## src/rtl/reg_dump_unit.sv

```systemverilog
// Debug responder: halts the core, reads the register file in index order and
// streams (index, value) pairs over a valid/ready port, then releases the halt.
module reg_dump_unit #(
  parameter int NUM_REGS = 8,
  parameter int ADDR_W   = 3,
  parameter int DATA_W   = 16
) (
  input  logic              clk,
  input  logic              reset,
  input  logic              dump_req,
  output logic              halt_req,
  input  logic              halt_ack,
  output logic [ADDR_W-1:0] rf_rd_addr,
  input  logic [DATA_W-1:0] rf_rd_data,
  output logic              out_valid,
  input  logic              out_ready,
  output logic [ADDR_W-1:0] out_index,
  output logic [DATA_W-1:0] out_data,
  output logic              out_last,
  output logic              busy,
  output logic              done
);

  typedef enum logic [2:0] {
    IDLE      = 3'd0,
    HALT_WAIT = 3'd1,
    READ      = 3'd2,
    SEND      = 3'd3,
    DONE      = 3'd4
  } state_t;

  localparam logic [ADDR_W-1:0] LAST_IDX = ADDR_W'(NUM_REGS - 1);

  state_t            state;
  state_t            next_state;
  logic [ADDR_W-1:0] idx;
  logic [ADDR_W-1:0] idx_next;
  logic              halt_req_next;
  logic              busy_next;
  logic              done_next;
  logic              out_valid_next;
  logic              handshake;

  assign handshake = out_valid & out_ready;

  // State register
  always_ff @(posedge clk or posedge reset) begin
    if (reset) begin
      state <= IDLE;
    end else begin
      state <= next_state;
    end
  end

  // Next-state logic
  always_comb begin
    next_state = state;
    case (state)
      IDLE: begin
        if (dump_req) next_state = HALT_WAIT;
        else          next_state = IDLE;
      end
      HALT_WAIT: begin
        if (halt_ack) next_state = READ;
        else          next_state = HALT_WAIT;
      end
      READ: next_state = SEND;
      SEND: begin
        if (handshake) next_state = out_last ? DONE : READ;
        else           next_state = SEND;
      end
      DONE:    next_state = IDLE;
      default: next_state = IDLE;
    endcase
  end

  // Output decode: next values of the registered outputs and the index
  always_comb begin
    idx_next       = idx;
    halt_req_next  = (next_state == HALT_WAIT) || (next_state == READ) || (next_state == SEND);
    busy_next      = (next_state != IDLE);
    done_next      = (next_state == DONE);
    out_valid_next = (next_state == SEND);
    case (state)
      IDLE: begin
        if (dump_req) idx_next = {ADDR_W{1'b0}};
        else          idx_next = idx;
      end
      SEND: begin
        if (handshake && !out_last) idx_next = idx + ADDR_W'(1);
        else                        idx_next = idx;
      end
      DONE:    idx_next = {ADDR_W{1'b0}};
      default: idx_next = idx;
    endcase
  end

  // Output and datapath registers; read address is loaded on entry to READ so it is valid for that cycle
  always_ff @(posedge clk or posedge reset) begin
    if (reset) begin
      idx        <= {ADDR_W{1'b0}};
      halt_req   <= 1'b0;
      busy       <= 1'b0;
      done       <= 1'b0;
      out_valid  <= 1'b0;
      rf_rd_addr <= {ADDR_W{1'b0}};
      out_index  <= {ADDR_W{1'b0}};
      out_data   <= {DATA_W{1'b0}};
      out_last   <= 1'b0;
    end else begin
      idx       <= idx_next;
      halt_req  <= halt_req_next;
      busy      <= busy_next;
      done      <= done_next;
      out_valid <= out_valid_next;
      if (next_state == READ) rf_rd_addr <= idx_next;
      if (state == READ) begin
        out_data  <= rf_rd_data;
        out_index <= idx;
        out_last  <= (idx == LAST_IDX);
      end else if (state == DONE) begin
        out_last  <= 1'b0;
      end
    end
  end

endmodule
```

## config.mk

```make
export PLATFORM = sky130hd
export DESIGN_NAME = reg_dump_unit
export DESIGN_NICKNAME = d
export VERILOG_FILES = /design/src/rtl/reg_dump_unit.sv
export SDC_FILE = /design/constraint.sdc
export NUM_CORES = 1
export LEC_CHECK = 0
export CAP_MARGIN = 10
export CORE_MARGIN = 2
export CORE_UTILIZATION = 46
export CTS_BUF_LIST = sky130_fd_sc_hd__clkbuf_2
export DETAILED_ROUTE_END_ITERATION = 6
export GPL_TIMING_DRIVEN = 0
export PLACE_DENSITY = 0.92
export SYNTH_ARGS = -nofsm -noshare
export SYNTH_HDL_FRONTEND = slang
export SYNTH_SLANG_ARGS = --single-unit
```

## constraint.sdc

```tcl
create_clock -name clk -period 1.66 [get_ports clk]
set_input_delay 0.166 -clock clk [delete_from_list [all_inputs] [get_ports clk]]
set_output_delay 0.166 -clock clk [all_outputs]
set_load 0.005 [all_outputs]
```

* After elaboration in Yosys (flattened, before gate mapping)
Cells that the tools add are included.
Storage, ports and cells: bits in registers 33, bits of input ports 21, output and inout port bits 27, logic and storage cells 38
Operators by class: add/subtract/negate cells 1, eq/ne operators 9, multiplexer cells 10, bitwise gates (word level) 1, reductions and logical operators 7
Operators by type and width (count):
- $eq 3x2->1 const B | 4
- $mux 3 | 4
- $pmux 3 s4 | 1
- $eq 3x3->1 const B | 3
- $pmux 3 s3 | 1
- $eq 3x1->1 const B | 2
- $add 3x1->3 const B | 1
- $logic_not 3->1 | 1
- $mux 1 | 3
- $reduce_bool 3->1 | 1
- $logic_or 1x1->1 | 2
- $mux 2 | 1
- $reduce_bool 2->1 | 1
- $and 1x1->1 | 1
- $logic_and 1x1->1 | 1
- $logic_not 1->1 | 1

* Depth between registers and ports, before layout
Gate-level depths: netlist (run 1).
word-level depth 6, gate-level depth with buffers 5, mapped depth without buffers 4

* Worst setup path after synthesis (run 1)
OpenSTA, ideal clock, no wires.
path type register -> register, start register state[2], end register out_data[10], library setup time 0.127 ns, arrival 1.168 ns, data required time 1.533 ns, slack 0.365 ns, cell stages (with the launch flop) 5, buffers on the path 1, period minus slack after synthesis 1.295 ns, path through dfrtp_1 > nand2b_4 > nor2_8 > buf_6 > mux2_1
Between the ends: word-level cells in the longest chain between the ends 1
RTL lines:
- start, declared | line 34 | state_t state;
- start signal, assigned | line 51 | state <= next_state;
- $eq 3x2->1 | line 117 | if (state == READ) begin
- end signal, assigned | line 108 | out_data <= {DATA_W{1'b0}};
- end signal, assigned | line 118 | out_data <= rf_rd_data;
- end, declared | line 18 | output logic [DATA_W-1:0] out_data,
No other way between the ends. A chain may end at the register's enable or synchronous reset.

* Worst setup path in the final report (run 1)
start register out_last, end output port out_last
RTL lines:
- start, declared | line 19 | output logic out_last,
- start signal, assigned | line 120 | out_last <= (idx == LAST_IDX);
No word-level cell between the ends.

==> run metrics, run 1 <==
final worst-path cycle share 91.3%; # IOs 48; Final ANT Viol Nets 0; Worst EP arrival 1.35 ns; GR peak layer met2; min-delay worst type in -> async; root buf cell clkbuf_2; syn_nets 128; Crit. End Element primary output; status finished clean; Setup WS post-layout 0.144 ns; minimum clock period 1.52 ns; Comb power frac about 50%; fin util about 66%; WP data required 1.49 ns; grt met3 use under 10%; Leakage Power 0.843 nW; Post-CTS Hold Buffers 0; vias roughly 1.0k; clock share of power roughly 10%; dpl cell area 1910 um2; crit start category register; worst-case clock buffer depth 2; Buf/Inv on CP 1; top post-synthesis cells by count dfrtp_1 (33), mux2_1 (10), mux2_2 (9), o21ai_0 (9), nor2_1 (8); Final setup violation count 0; share of cells above drive strength 1 16.9%; Crit path max-delay family buffers and inverters; total die area about 3500 um2; detailed placement HPWL 2.16 mm; Switching Share between 30 and 40%; Yosys top cell by area dfrtp_1; area of the multi-input gates 517 um2; Yosys top cell area share approximately three fifths; Fin Setup TNS 0 ns; Placeable Area 2980 um2; antenna cell count 0; maximum VDD drop 938 uV; RSZ-0062 raised after global routing no; slowest stage delay, CP 0.52 ns; count of final max-slew check failures 0; global-route wire length before repair 4.68 mm; H-tree depth 2; Synth Register Bits 33; crit path max fanout 8; # DRC 0; I/O Buffers 47; M2 GR Usage around a third; total power 3.46 mW; syn avg cell area 13.3 um2; TritonCTS Buffers 5; Wirelength per Cell 14.7 um; Design Area, Final 1970 um2; Worst-Skew Late Latency 0.36 ns; M1 GR Usage between 20% and 30%; clk sinks 33; crit-path cells clkdlybuf4s50_1; path type of the worst setup path reg -> out; Clock Skews 0.00860 ns; top_reg_cell synth dfrtp_1; area grow syn2layout 41.1%; slowest CP cell clkdlybuf4s50_1; Seq pwr share between 30% and 40%; vias in the first global route roughly 1.1k; Initial DRT Pass Iterations 4; Die Y 59.1 um; Seq/Total Area, Yosys 59.0%; Synth area leaders dfrtp_1 (59%), mux2_1 (8.1%), mux2_2 (7.2%); worst slack, placed -0.00900 ns; fin cells 193; most numerous cell in the Yosys netlist dfrtp_1; PwrDens 1750 nW/um2; Cells after Synth 105; hold_ws 0.221 ns; initial antenna violation count 0; fin nets between 150 and 200; Final Hold Vio Count 0; largest net degree at the start of global routing 34; register area 827 um2; row count 20; worst-margin pin slew 0.728 ns; yosys warns 0; Vias/cell 5.36; FFs w/ async S/R, synth 100%; Filler Cells Inserted 241; gp weighted congestion roughly 0.9; Sw Pwr 1.13 mW; Total GRT Usage between 10% and 20%; Max Cap Viol 0; placed cells 185; Max-slew headroom just over 50%; clk slew on worst S/H paths 0.15 ns; Int Pwr 2.33 mW; Die W 59.1 um; number of flops mapped to enable cells by yosys 0; initial core utilization a little under half; WL final 2.84 mm; post-synthesis cell type count 27; total grt overflow 0; mapped cell area 1400 um2; DR iter-0 viols 26; highest clock rate about 660 MHz; TritonCTS clock tree done
## cell families (layout without fill, tap and decap cells)
family	count (synthesis)	after routing	share of synthesized area (%)
AOI/OAI and AO/OA	17	17	7.33
adders and majority gates	2	2	1.79
buffers and inverters	8	63	4.02
DFF	33	33	59.0
muxes	22	22	17.4
and+or+nand+nor	23	23	10.4
## path summary, 6_finish.rpt
kind | start | end | slack (ns) | depth (start not counted)
min in group clk | rf_rd_data[12] | out_data[12]$_DFFE_PP0P_ | 0.40 | 2
max reg2reg | state[2]$_DFF_PP0_ | out_data[6]$_DFFE_PP0P_ | 0.22 | 4
max in group asynchronous | reset | out_data[0]$_DFFE_PP0P_ | 0.91 | 3
min reg2reg | out_data[10]$_DFFE_PP0P_ | out_data[10]$_DFFE_PP0P_ | 0.50 | 1
min | reset | state[2]$_DFF_PP0_ | 0.22 | 2
max | out_last$_DFFE_PP0P_ | out_last | 0.14 | 1
## state kept, by name, indices dropped and copies added (netlist names)
register    cells
idx             3
state           3
out_valid       1
done            1
out_last        1
rf_rd_addr      3
out_data       16
busy            1
halt_req        1
out_index       3
## power by group through the flow
stage               sequential, mW  clock [mW]  combinational [mW]
floorplan                     1.40           0               0.897
global placement              1.37           0                1.68
detailed placement            1.40           0                1.75
CTS                           1.38       0.364                1.76
global route                  1.43       0.389                1.91
finish                        1.38       0.347                1.74
## cells in the final DEF, fill, tap and decap left out, types with 2 or more instances in the layout
master / synthesis / layout
o21ai_0: 9 / 9
mux2_2: 9 / 9
buf_6: 3 / 3
clkbuf_2: 0 / 6
mux2_1: 10 / 10
dfrtp_1: 33 / 32
nand2_1: 3 / 3
inv_1: 3 / 3
mux2i_1: 3 / 3
nor2_1: 8 / 8
ha_1: 2 / 2
a21oi_1: 3 / 3
a311oi_1: 2 / 2
clkdlybuf4s50_1: 0 / 47
nand3_1: 3 / 3
## layout make-up
| class | count | area share (%) |
|---|---|---|
| Buffer | 5 | 2.28 |
| Clock buffer | 6 | 1.52 |
| Clock inverter | 1 | 0.190 |
| Inverter | 3 | 0.571 |
| Multi-Input combinational cell | 64 | 26.2 |
| Sequential cell | 33 | 41.9 |
| Tap cell | 33 | 2.09 |
| Timing Repair Buffer | 48 | 25.2 |
## per-layer routing
layer / vias to the layer above / share of wire (%)
met3: 6 / 6.2
li1: 478 / -
met5: - / 0
met4: 0 / 2.2
met1: 512 / 39
met2: 39 / 53
## what timing repair did
action                                  in CTS  in global routing
endpoints found under the setup margin       0                  1
resized for setup                            0                  1
setup buffers                                0                  0
Power figures use the tool's default switching activity.
==> inputs of run 2 (changes only) <==
Settings changed: PLACE_DENSITY 0.92 to 0.81.
==> run 2 against run 1 <==
Effect of this change:
- die area unchanged
- critical path depth stayed put
- final cell count is 0.52% higher
- clock power increased by 1%
- clock-buffer cell count shrank 1
- sequential cell count stayed put
- power hardly changed
- clock skew fell by 0.00059 ns
- global-route usage decreased by 1.2 points
- non-clock buffer count unchanged
- via count shrank 1.4%
- critical path type unchanged
- largest power group unchanged
==> run metrics, run 2 (same netlist as run 1, synthesis figures left out) <==
Vias/cell 5.26 (-2.0%); status finished clean; Final ANT Viol Nets 0 (unchanged); hold_ws 0.178 ns (-0.0431 ns); initial antenna violation count 0 (unchanged); dpl cell area 1910 um2 (unchanged); Crit path max-delay family buffers and inverters; max reg flops 16 (unchanged); worst slack, placed -0.0309 ns (-0.0219 ns); crit-path cells clkdlybuf4s50_1; Total GRT Usage 17.3% (-1.2 points); share of cells above drive strength 1 16.8% (-0.10 points); Initial DRT Pass Iterations 6 (+2); DR iter-0 viols 11 (-58%); total grt overflow 0 (unchanged); Worst-Skew Late Latency 0.36 ns (about the same); fin cells 194 (+0.52%); minimum clock period 1.52 ns (+0.00103 ns); TritonCTS clock tree done; gp weighted congestion 0.830 (-6.0%); vias in the first global route 1025 (-4.7%); M1 GR Usage 20.3% (+0.029 points); RSZ-0062 raised after global routing no; Post-CTS Hold Buffers 0 (unchanged); antenna cell count 0 (unchanged); Final Hold Vio Count 0 (unchanged); clk slew on worst S/H paths 0.16 ns (about the same); highest clock rate 659 MHz (about the same); root buf cell clkbuf_2; # DRC 0 (unchanged); Max-slew headroom 57.1% (+5.7 points); Die W 59.1 um (unchanged); initial core utilization 47.0% (unchanged); global-route wire length before repair 4.39 mm (-6.2%); clk sinks 33 (unchanged); crit start category register; Filler Cells Inserted 251 (+4.1%); Placeable Area 2980 um2 (unchanged); H-tree depth 2 (unchanged); maximum VDD drop 953 uV (+1.6%); vias 1020 (-1.4%); worst-margin pin slew 0.642 ns (-0.0856 ns); GR peak layer met2; Max Cap Viol 0 (unchanged); Buf/Inv on CP 1 (unchanged); worst-case clock buffer depth 2 (unchanged); count of final max-slew check failures 0 (unchanged); detailed placement HPWL 2.00 mm (-7.3%); fin nets 183 (unchanged); grt met3 use 7.86% (+3.3 points); largest net degree at the start of global routing 34 (unchanged); row count 20 (unchanged); Setup WS post-layout 0.143 ns (-0.00103 ns); area grow syn2layout 41.3%; # IOs 48 (unchanged); Leakage Power 0.844 nW (+0.16%); Final setup violation count 0 (unchanged); crit path max fanout 8 (unchanged); min-delay worst type in -> async; Design Area, Final 1980 um2 (+0.19%); Clock Skews 0.00801 ns (-0.000590 ns); Wirelength per Cell 13.9 um (-5.6%); M2 GR Usage 27.6% (-4.1 points); I/O Buffers 47 (unchanged); slowest CP cell clkdlybuf4s50_1; most common cell after layout, fill and taps aside clkdlybuf4s50_1; slowest stage delay, CP 0.52 ns (about the same); TritonCTS Buffers 5 (unchanged); Die Y 59.1 um (unchanged); path type of the worst setup path reg -> out; WL final 2.69 mm (-5.1%); most frequent cells in the layout clkdlybuf4s50_1 (47), dfrtp_1 (32), mux2_1 (10); PwrDens 1750 nW/um2 (-0.20%); register-to-register setup slack 0.25 ns (+0.03 ns); total die area 3500 um2 (unchanged); largest register by flop count out_data; Crit. End Element primary output; Worst EP arrival 1.35 ns (about the same); final worst-path cycle share 91.4% (about the same); WP data required 1.49 ns (about the same); placed cells 185 (unchanged)
## run 2: power by group
part	switching (mW)	leakage [nW]	internal [mW]
Combinational	0.665	0.431	1.06
Sequential	0.209	0.385	1.17
Clock	0.260	0.0278	0.0921
Total	1.13	0.844	2.33
## run 2: worst reg2reg max path, cell delays in order, from the launching register on
cell and delay (ns):
dfrtp_1 0.37, buf_6 0.14, nand2b_4 0.10, nor2_8 0.19, buf_6 0.18, mux2_1 0.33
## run 2: layer usage
layer,wire [um],part of all wire (%)
met1,1110,41
met2,1380,51
met3,151,5.6
met4,46,1.7
met5,0,0
## run 2: per-stage QoR
stage	power, mW	TNS (ns)	util (%)
2_1_floorplan	2.30	0	-
3_3_place_gp	3.07	0	64.2
3_5_place_dp	3.14	-0.978	64.2
4_1_cts	3.50	0	65.4
5_1_grt	3.73	0	66.4
6_report	3.46	0	66.4
## run 2: cell type report
cell class | instances | area, um2 | area share [%]
Timing Repair Buffer | 48 | 498 | 25.2
Clock inverter | 3 | 12.5 | 0.633
Buffer | 5 | 45.0 | 2.28
Clock buffer | 5 | 25.0 | 1.27
Multi-Input combinational cell | 64 | 517 | 26.1
Tap cell | 33 | 41.3 | 2.09
Sequential cell | 33 | 827 | 41.8
Inverter | 3 | 11.3 | 0.570
## run 2: repair_timing
action	4_1_cts	5_1_grt
setup endpoints to repair	0	1
resized for setup	0	1
buffers inserted	0	0
## run 2: path summary, 6_finish.rpt
path	start	cells after the start	endpoint
setup / recovery	out_last$_DFFE_PP0P_	1	out_last
hold / removal	reset	2	out_index[2]$_DFFE_PP0P_
setup reg to reg	state[1]$_DFF_PP0_	5	out_data[7]$_DFFE_PP0P_
hold reg to reg	out_data[10]$_DFFE_PP0P_	1	out_data[10]$_DFFE_PP0P_
max in group asynchronous	reset	3	done$_DFF_PP0_
min in group clk	rf_rd_data[13]	2	out_data[13]$_DFFE_PP0P_
